File: src/rtl/mips16_pkg.sv
// mips16_pkg: opcodes, instruction field positions and encoder FSM states.
// Shared by instr_field_pack and instr_encoder.
package mips16_pkg;
  localparam int INSTR_W = 16;
  localparam int OP_W = 3;
  localparam int REG_W = 3;
  localparam int FUNCT_W = 4;
  localparam int IMM_W = 7;
  localparam int JADDR_W = 13;
  localparam int OP_MSB = 15;
  localparam int RS_MSB = 12;
  localparam int RT_MSB = 9;
  localparam int RD_MSB = 6;
  localparam int FUNCT_MSB = 3;
  localparam int IMM_MSB = 6;
  localparam int JADDR_MSB = 12;
  typedef enum logic [2:0] {
    OP_R, OP_SLTI, OP_J, OP_JAL, OP_LW, OP_SW, OP_BEQ, OP_ADDI
  } opcode_t;
  typedef enum logic [1:0] {ST_IDLE, ST_LOAD, ST_DRAIN, ST_FULL} state_t;
endpackage

File: src/rtl/instr_field_pack.sv
// instr_field_pack: packs decoded fields into a 16-bit instruction word.
// Ports: opcode/rs/rt/rd/funct/imm/jaddr in, word out (combinational).
module instr_field_pack
  import mips16_pkg::*;
(
  input  logic [OP_W-1:0]    opcode,
  input  logic [REG_W-1:0]   rs,
  input  logic [REG_W-1:0]   rt,
  input  logic [REG_W-1:0]   rd,
  input  logic [FUNCT_W-1:0] funct,
  input  logic [IMM_W-1:0]   imm,
  input  logic [JADDR_W-1:0] jaddr,
  output logic [INSTR_W-1:0] word
);
  always_comb begin
    word = '0;
    word[OP_MSB -: OP_W] = opcode;
    if (opcode == OP_J || opcode == OP_JAL) word[JADDR_MSB -: JADDR_W] = jaddr;
    else begin
      word[RS_MSB -: REG_W] = rs;
      word[RT_MSB -: REG_W] = rt;
      if (opcode == OP_R) begin
        word[RD_MSB -: REG_W] = rd;
        word[FUNCT_MSB -: FUNCT_W] = funct;
      end else word[IMM_MSB -: IMM_W] = imm;
    end
  end
endmodule

File: src/rtl/instr_encoder.sv
// instr_encoder: encodes instruction fields and streams them into instruction memory.
// Ports: start/start_addr/stop session control; in_* valid/ready field input;
// imem_we/addr/wdata/ready memory write; busy/full/done/count status.
module instr_encoder
  import mips16_pkg::*;
#(
  parameter int ADDR_W = 8
) (
  input  logic              clk,
  input  logic              reset,
  input  logic              start,
  input  logic [ADDR_W-1:0] start_addr,
  input  logic              stop,
  input  logic              in_valid,
  output logic              in_ready,
  input  logic [2:0]        in_opcode,
  input  logic [2:0]        in_rs,
  input  logic [2:0]        in_rt,
  input  logic [2:0]        in_rd,
  input  logic [3:0]        in_funct,
  input  logic [6:0]        in_imm,
  input  logic [12:0]       in_jaddr,
  output logic              imem_we,
  output logic [ADDR_W-1:0] imem_addr,
  output logic [15:0]       imem_wdata,
  input  logic              imem_ready,
  output logic              busy,
  output logic              full,
  output logic              done,
  output logic [ADDR_W:0]   count
);
  state_t state, next;
  logic out_v, skid_v, done_r;
  logic [15:0] out_d, skid_d, word;
  logic [ADDR_W-1:0] addr;
  logic [ADDR_W:0] cnt;
  logic acc, wr, last;
  instr_field_pack pack (
    .opcode(in_opcode),
    .rs(in_rs),
    .rt(in_rt),
    .rd(in_rd),
    .funct(in_funct),
    .imm(in_imm),
    .jaddr(in_jaddr),
    .word(word)
  );
  assign acc = in_valid && in_ready;
  assign wr = out_v && imem_ready;
  // the write to the top address fills memory; anything still buffered is dropped
  assign last = wr && (&addr);
  assign imem_we = out_v;
  assign imem_addr = addr;
  assign imem_wdata = out_d;
  assign count = cnt;
  assign done = done_r;
  always_ff @(posedge clk) state <= reset ? ST_IDLE : next;
  always_comb begin
    next = state;
    if (state == ST_IDLE && start) next = ST_LOAD;
    else if ((state == ST_LOAD || state == ST_DRAIN) && last) next = ST_FULL;
    else if (state == ST_LOAD && stop) next = ST_DRAIN;
    else if (state == ST_DRAIN && !out_v && !skid_v) next = ST_IDLE;
    else if (state == ST_FULL && stop) next = ST_IDLE;
  end
  always_comb begin
    in_ready = state == ST_LOAD && !skid_v;
    busy = state != ST_IDLE;
    full = state == ST_FULL;
  end
  always_ff @(posedge clk) begin
    if (reset) begin
      out_v <= 1'b0;
      skid_v <= 1'b0;
      out_d <= '0;
      skid_d <= '0;
      addr <= '0;
      cnt <= '0;
      done_r <= 1'b0;
    end else begin
      done_r <= (state == ST_DRAIN || state == ST_FULL) && next == ST_IDLE;
      if (state == ST_IDLE && start) begin
        addr <= start_addr;
        cnt <= '0;
      end else if (wr) begin
        addr <= addr + 1'b1;
        cnt <= cnt + 1'b1;
      end
      if (last) begin
        out_v <= 1'b0;
        skid_v <= 1'b0;
      end else if (wr) begin
        out_v <= skid_v || acc;
        out_d <= skid_v ? skid_d : word;
        skid_v <= 1'b0;
      end else if (acc && out_v) begin
        skid_v <= 1'b1;
        skid_d <= word;
      end else if (acc) begin
        out_v <= 1'b1;
        out_d <= word;
      end
    end
  end
endmodule

File: config.mk
export PLATFORM = sky130hd
export DESIGN_NAME = instr_encoder
export DESIGN_NICKNAME = d
export VERILOG_FILES = /design/src/rtl/mips16_pkg.sv /design/src/rtl/instr_field_pack.sv /design/src/rtl/instr_encoder.sv
export SDC_FILE = /design/constraint.sdc
export NUM_CORES = 1
export LEC_CHECK = 0
export ABC_AREA = 1
export BUFFER_PORTS_ARGS = -buffer_cell sky130_fd_sc_hd__buf_4
export CORE_MARGIN = 5
export CORE_UTILIZATION = 39
export DETAILED_ROUTE_END_ITERATION = 8
export PLACE_DENSITY_LB_ADDON = 0.05
export SKIP_LAST_GASP = 1
export SYNTH_ARGS = -nofsm -noshare
export SYNTH_HDL_FRONTEND = slang
export SYNTH_SLANG_ARGS = --single-unit
File: constraint.sdc
create_clock -name clk -period 1.64 [get_ports clk]
set_input_delay 0.082 -clock clk [delete_from_list [all_inputs] [get_ports clk]]
set_output_delay 0.082 -clock clk [all_outputs]
set_load 0.02 [all_outputs]
==> impl_metrics.env, run 1 <==
export IMPL_status="finished, final reports clean"
export IMPL_tightest_slew_ns=0.622
export IMPL_grt_pass1_vias=2917
export IMPL_die_h_um=97.3
export IMPL_dp_cells=632
export IMPL_ys_warn_count=0
export IMPL_fin_cells=640
export IMPL_io_pins=88
export IMPL_areaGrowthSynthToFinish_pct=28.8
export IMPL_place_ws_ns=0.0871
export IMPL_root_buffer="clkbuf_8"
export IMPL_cts_max_level=2
export IMPL_multiInputGateArea_mm2=0.00155
export IMPL_crit_path_frequent_cell="nand2_1"
export IMPL_critPathArrivalTime_ns=1.68
export IMPL_grt_max_degree=30
export IMPL_routedWlPerCell_um=12.0
export IMPL_port_buffers=87
export IMPL_grt_pass1_wl_um=13200
export IMPL_p_per_area_mw_per_mm2=773
export IMPL_wl_um=7660
export IMPL_synth_ff_type="dfxtp_1"
export IMPL_peakVddDrop_mv=0.416
export IMPL_drive_above_1_share_pct=23.5
export IMPL_drt_pass1_iter_count=4
export IMPL_ys_seq_area_share_pct=36.3
export IMPL_dpl_hpwl_um=5650
export IMPL_ys_ff_latch=54
export IMPL_hold_path_class="input port to flip-flop"
export IMPL_min_from="start_addr[0]"
export IMPL_syn_area_mm2=0.00298
export IMPL_die_w_um=97.3
export IMPL_register_area_mm2=0.00108
export IMPL_drtIter0Drc=118
export IMPL_cp_endpoint="imem_wdata[9]$_SDFFE_PP0P_"
export IMPL_maxCapViolCount=0
export IMPL_n_fill_cell=765
export IMPL_crit_path_start_kind="flip-flop"
export IMPL_clock_path_buffers=2
export IMPL_diodes=0
export IMPL_finalCriticalPeriod_ns=1.47
export IMPL_worstSetupPathType="flip-flop to flip-flop"
export IMPL_synth_most_common_cell="nand2_1"
export IMPL_timing_hold_ws_ns=0.0521
export IMPL_drc=0
export IMPL_synthArstFlopShare_pct=0
export IMPL_startpoint="state[1]$_SDFF_PP0_"
export IMPL_slowest_stage="dfxtp_1"
export IMPL_crit_path_max_fanout=18
export IMPL_max_freq_mhz=682
export IMPL_setup_viol=0
export IMPL_path_clk_slew_ns=0.09
export IMPL_routabilityCongestion=0.804
export IMPL_synthTopCellsByCount="nand2_1, nor2_1, inv_1"
export IMPL_ant_nets=0
export IMPL_grt_overflow_total=0
export IMPL_r2r_start="state[1]$_SDFF_PP0_"
export IMPL_fin_nets=596
export IMPL_rsz0062_at_grt="no"
export IMPL_report_final_slew_viol_count=0
export IMPL_power_leakage_nw=1.80
export IMPL_clk_latency_ns=0.31
export IMPL_cp_end_kind="flip-flop"
export IMPL_track_usage_pct=16.2
export IMPL_worst_r2r_setup_slack_ns=0.17
export IMPL_crit_chain="inv_1 -> ha_2 -> nand4_1 -> nand2_1 -> nand2_8 -> inv_4 -> nand2_1 -> nand2_1 -> nor2_1"
export IMPL_period_share_pct=89.4
export IMPL_r2r_cells=9
export IMPL_cts_tree="yes"
export IMPL_synth_top_area_cell="dfxtp_1"
export IMPL_dieArea_mm2=0.00948
export IMPL_antenna_found_initial=0
export IMPL_synth_cell_types=33
export IMPL_required_ns=1.85
export IMPL_cp_num_cells=9
export IMPL_vias=3047
export IMPL_max_stage_delay_ns=0.34
export IMPL_skew_ns=0.00757
export IMPL_synth_edf_count=0
export IMPL_cts_made_buffers=5
export IMPL_syn_nets=512
export IMPL_netlist_top_cells_area="dfxtp_1, nand2_1, nor2_1"
export IMPL_yosysTopAreaCellShare_pct=36.3
export IMPL_maxSlewHeadroom_pct=58.5
export IMPL_synthCells=456
export IMPL_cts_num_sinks=54
export IMPL_core_area_mm2=0.00733
export IMPL_start_util_pct=40.6
export IMPL_avgViaCountPerCell=4.76
export IMPL_finalSetupTns_ns=0
export IMPL_critPathTopFamily="simple AND/OR/NAND/NOR gates"
export IMPL_layout_setup_ws_ns=0.174
export IMPL_hold_violations=0
export IMPL_r2r_end="imem_wdata[9]$_SDFFE_PP0P_"
export IMPL_crit_buf_inv=2
export IMPL_row_count=31
export IMPL_postSynthAreaPerCell_um2=6.52
tightest hold or removal path, stage by stage:
cell and delay, ns:
buf_4 0.10, nand2_1 0.05, a31oi_1 0.07
metrics by stage:
step	area [um2]	utilization, %	total power [mW]
after global routing	3830	52.3	3.14
final	3830	52.3	2.96
after detailed placement	3710	50.6	2.11
after CTS	3820	52.1	3.00
after floorplan	2980	-	1.83
after global placement	3710	50.6	2.10
power breakdown:
group | internal [mW] | leakage (nW) | switching (mW) | total, mW
clock network | 0.458 | 0.0524 | 0.430 | 0.887
logic | 0.281 | 1.31 | 0.377 | 0.658
registers | 1.38 | 0.440 | 0.0424 | 1.42
total | 2.12 | 1.80 | 0.849 | 2.96
kinds of logic (layout without fill, tap and decap cells):
group,count (synthesis),after routing,share of synthesized area [%]
simple gates,236,236,35.2
buf+inv,83,168,11.9
compound gates,77,77,14.0
flops,54,54,36.3
fa+ha+maj,6,6,2.52
per-layer routing:
layer	part of all wire, %	GRT usage (%)
met2	48	28.7
met3	5.5	4.74
met4	0.76	2.98
met1	46	19.7
met5	0	0
area by class of cell:
type / instances / share of cell area (%)
multi-input combinational: 319 / 40.4
tap: 99 / 3.23
clock inverter: 1 / 0.783
sequential: 54 / 28.3
clock buffer: 7 / 1.99
inverter: 64 / 6.40
timing repair buffer: 96 / 18.9
flip-flops by register name (all words and copies together), names as in the netlist:
| name | count |
|---|---|
| imem_wdata | 16 |
| skid_d | 16 |
| count | 9 |
| imem_addr | 8 |
| state | 2 |
| done | 1 |
| imem_we | 1 |
| skid_v | 1 |
worst min-delay path by stage:
stage | endpoint | cells past startpoint
floorplan | skid_d[13]$_SDFFE_PP0P_ | 2
global placement | imem_addr[0]$_SDFFE_PP0P_ | 3
detailed placement | imem_addr[0]$_SDFFE_PP0P_ | 3
CTS | imem_addr[0]$_SDFFE_PP0P_ | 3
global route | imem_addr[0]$_SDFFE_PP0P_ | 3
finish | imem_addr[0]$_SDFFE_PP0P_ | 3
layout by cell type, fill, tap and decap left out, types with 2 or more instances in the layout:
cell      instances
buf_4            95
nor3_1            6
dfxtp_1          52
nor2_1           61
inv_1            55
a211oi_1          2
nand2_2           3
dfxtp_2           2
a31oi_1           2
nor4_1            3
inv_2             6
nor2_4            4
o21a_1            7
o21ai_1           2
clkbuf_1          2
nand4_1          10
clkbuf_8          5
a21oi_1          39
nand2_1         116
nor3_2            2
nand3_1          24
inv_4             2
o21ai_0          23
ha_1              5
what timing repair did:
action,4_1_cts,5_1_grt
setup buffers,0,0
resized for setup,0,8
setup endpoints to repair,0,25
hold buffers,0,0
(Power assumes the default switching activity.)
==> run 2, diff against run 1 <==
--- a/config.mk
+++ b/config.mk
@@ -6,10 +6,13 @@
 export NUM_CORES = 1
 export LEC_CHECK = 0
 export ABC_AREA = 1
+export ABC_CLOCK_PERIOD_IN_PS = 1640
 export BUFFER_PORTS_ARGS = -buffer_cell sky130_fd_sc_hd__buf_4
+export CAP_MARGIN = 30
 export CORE_MARGIN = 5
 export CORE_UTILIZATION = 39
 export DETAILED_ROUTE_END_ITERATION = 8
+export GPL_TIMING_DRIVEN = 0
 export PLACE_DENSITY_LB_ADDON = 0.05
 export SKIP_LAST_GASP = 1
 export SYNTH_ARGS = -nofsm -noshare
==> impl_metrics.env, run 2 (synthesis results as in run 1) <==
export IMPL_cts_num_sinks=54
export IMPL_report_final_slew_viol_count=0
export IMPL_layout_commonest_cell="nand2_1"
export IMPL_grt_pass1_vias=2941
export IMPL_clk_latency_ns=0.30
export IMPL_dpl_cell_area_mm2=0.00374
export IMPL_highest_layer="met4"
export IMPL_post_route_util_pct=53.0
export IMPL_start_util_pct=40.6
export IMPL_p_total_mw=2.88
export IMPL_peakVddDrop_mv=0.394
export IMPL_drive_above_1_share_pct=24.3
export IMPL_layout_setup_ws_ns=0.115
export IMPL_grt_max_degree=17
export IMPL_wl_met3_um=437
export IMPL_met1Wirelength_um=3720
export IMPL_crit_path_frequent_cell="buf_6"
export IMPL_period_share_pct=93.0
export IMPL_crit_chain="inv_1 -> ha_4 -> nand3_2 -> nor2_4 -> nand2_1 -> buf_6 -> buf_6 -> o21a_1"
export IMPL_skew_ns=0.00584
export IMPL_cts_max_level=2
export IMPL_worstSetupPathType="flip-flop to flip-flop"
export IMPL_hold_path_class="input port to flip-flop"
export IMPL_crit_path_start_kind="flip-flop"
export IMPL_drtIter0Drc=104
export IMPL_hold_violations=0
export IMPL_wl_um=8080
export IMPL_drc=0
export IMPL_finalCriticalPeriod_ns=1.53
export IMPL_core_area_mm2=0.00733
export IMPL_status="finished, final reports clean"
export IMPL_tightest_slew_ns=0.508
export IMPL_clock_path_buffers=2
export IMPL_drt_pass1_iter_count=5
export IMPL_cp_end_kind="flip-flop"
export IMPL_cts_tree="yes"
export IMPL_dpl_hpwl_um=6110
export IMPL_dp_cells=640
export IMPL_fin_nets=606
export IMPL_crit_path_max_fanout=10
export IMPL_cts_hold_buf=0
export IMPL_io_pins=88
export IMPL_die_h_um=97.3
export IMPL_required_ns=1.85
export IMPL_diodes=0
export IMPL_row_count=31
export IMPL_p_per_area_mw_per_mm2=740
export IMPL_areaGrowthSynthToFinish_pct=30.7
export IMPL_maxCapViolCount=0
export IMPL_routedWlPerCell_um=12.4
export IMPL_avgViaCountPerCell=4.75
export IMPL_critPathArrivalTime_ns=1.73
export IMPL_setup_viol=0
export IMPL_vias=3086
export IMPL_power_leakage_nw=1.82
export IMPL_track_usage_pct=17.2
export IMPL_dieArea_mm2=0.00948
export IMPL_cts_made_buffers=5
export IMPL_place_ws_ns=-0.0163
export IMPL_max_stage_delay_ns=0.35
export IMPL_slowest_stage="dfxtp_2"
export IMPL_path_clk_slew_ns=0.10
export IMPL_register_area_mm2=0.00109
export IMPL_root_buffer="clkbuf_8"
export IMPL_die_w_um=97.3
export IMPL_timing_hold_ws_ns=0.0525
export IMPL_grt_pass1_wl_um=13800
export IMPL_max_freq_mhz=656
export IMPL_fin_cells=650
export IMPL_routabilityCongestion=0.856
export IMPL_finalSetupTns_ns=0
export IMPL_final_area_mm2=0.00389
export IMPL_port_buffers=85
export IMPL_grt_overflow_total=0
export IMPL_met2_length_um=3840
export IMPL_final_cell_mix="nand2_1, buf_4, nor2_1, inv_1, dfxtp_1"
export IMPL_multiInputGateArea_mm2=0.00156
export IMPL_maxSlewHeadroom_pct=66.1
export IMPL_n_fill_cell=791
export IMPL_ant_nets=0
export IMPL_antenna_found_initial=0
run 2: cell count changes in the layout (fill, tap and decap cells not counted), moves of 2 or more:
cell and change:
dfxtp_1 -2, buf_6 +3, buf_2 +4, buf_4 -5, clkbuf_1 +4
run 2: power breakdown:
| group | switching (mW) | internal (mW) | leakage, nW | total, mW |
|---|---|---|---|---|
| Combinational | 0.379 | 0.285 | 1.33 | 0.665 |
| Sequential | 0.0455 | 1.38 | 0.441 | 1.42 |
| Clock | 0.450 | 0.341 | 0.0472 | 0.791 |
run 2: what timing repair did:
action                     in CTS  in global routing
setup buffers                   0                  2
pin swaps                       0                  2
setup endpoints to repair      14                 41
gates cloned                    0                  0
resized for setup               3                 14
run 2: worst max-delay path, delay by kind of cell (launching register included):
| family | cells | cell delay [ns] |
|---|---|---|
| flops | 1 | 0.35 |
| compound gates | 1 | 0.19 |
| fa+ha+maj | 1 | 0.16 |
| simple gates | 3 | 0.32 |
| buf+inv | 3 | 0.40 |
run 2: cell type report:
type                       count  share of cell area (%)
sequential                    54                    28.0
multi-input combinational    319                    40.2
clock inverter                 2                   0.322
tap                           99                    3.19
buffer                        19                    3.06
inverter                      64                    6.31
timing repair buffer          87                    16.8
clock buffer                   6                    2.12
run 2: per-layer routing:
layer	track usage [%]	vias up
li1	-	1627
met1	22.4	1360
met2	29.1	90
met3	3.16	9
met4	4.47	0
met5	0	-
run 2: worst paths after layout:
check,from,end,slack [ns],cells after the start
worst max-delay path,state[1]$_SDFF_PP0_,skid_d[5]$_SDFFE_PP0P_,0.11,8
worst min register to register,skid_d[10]$_SDFFE_PP0P_,skid_d[10]$_SDFFE_PP0P_,0.46,2
worst max register to register,state[1]$_SDFF_PP0_,skid_d[5]$_SDFFE_PP0P_,0.11,8
worst min-delay path,start_addr[0],imem_addr[0]$_SDFFE_PP0P_,0.05,3
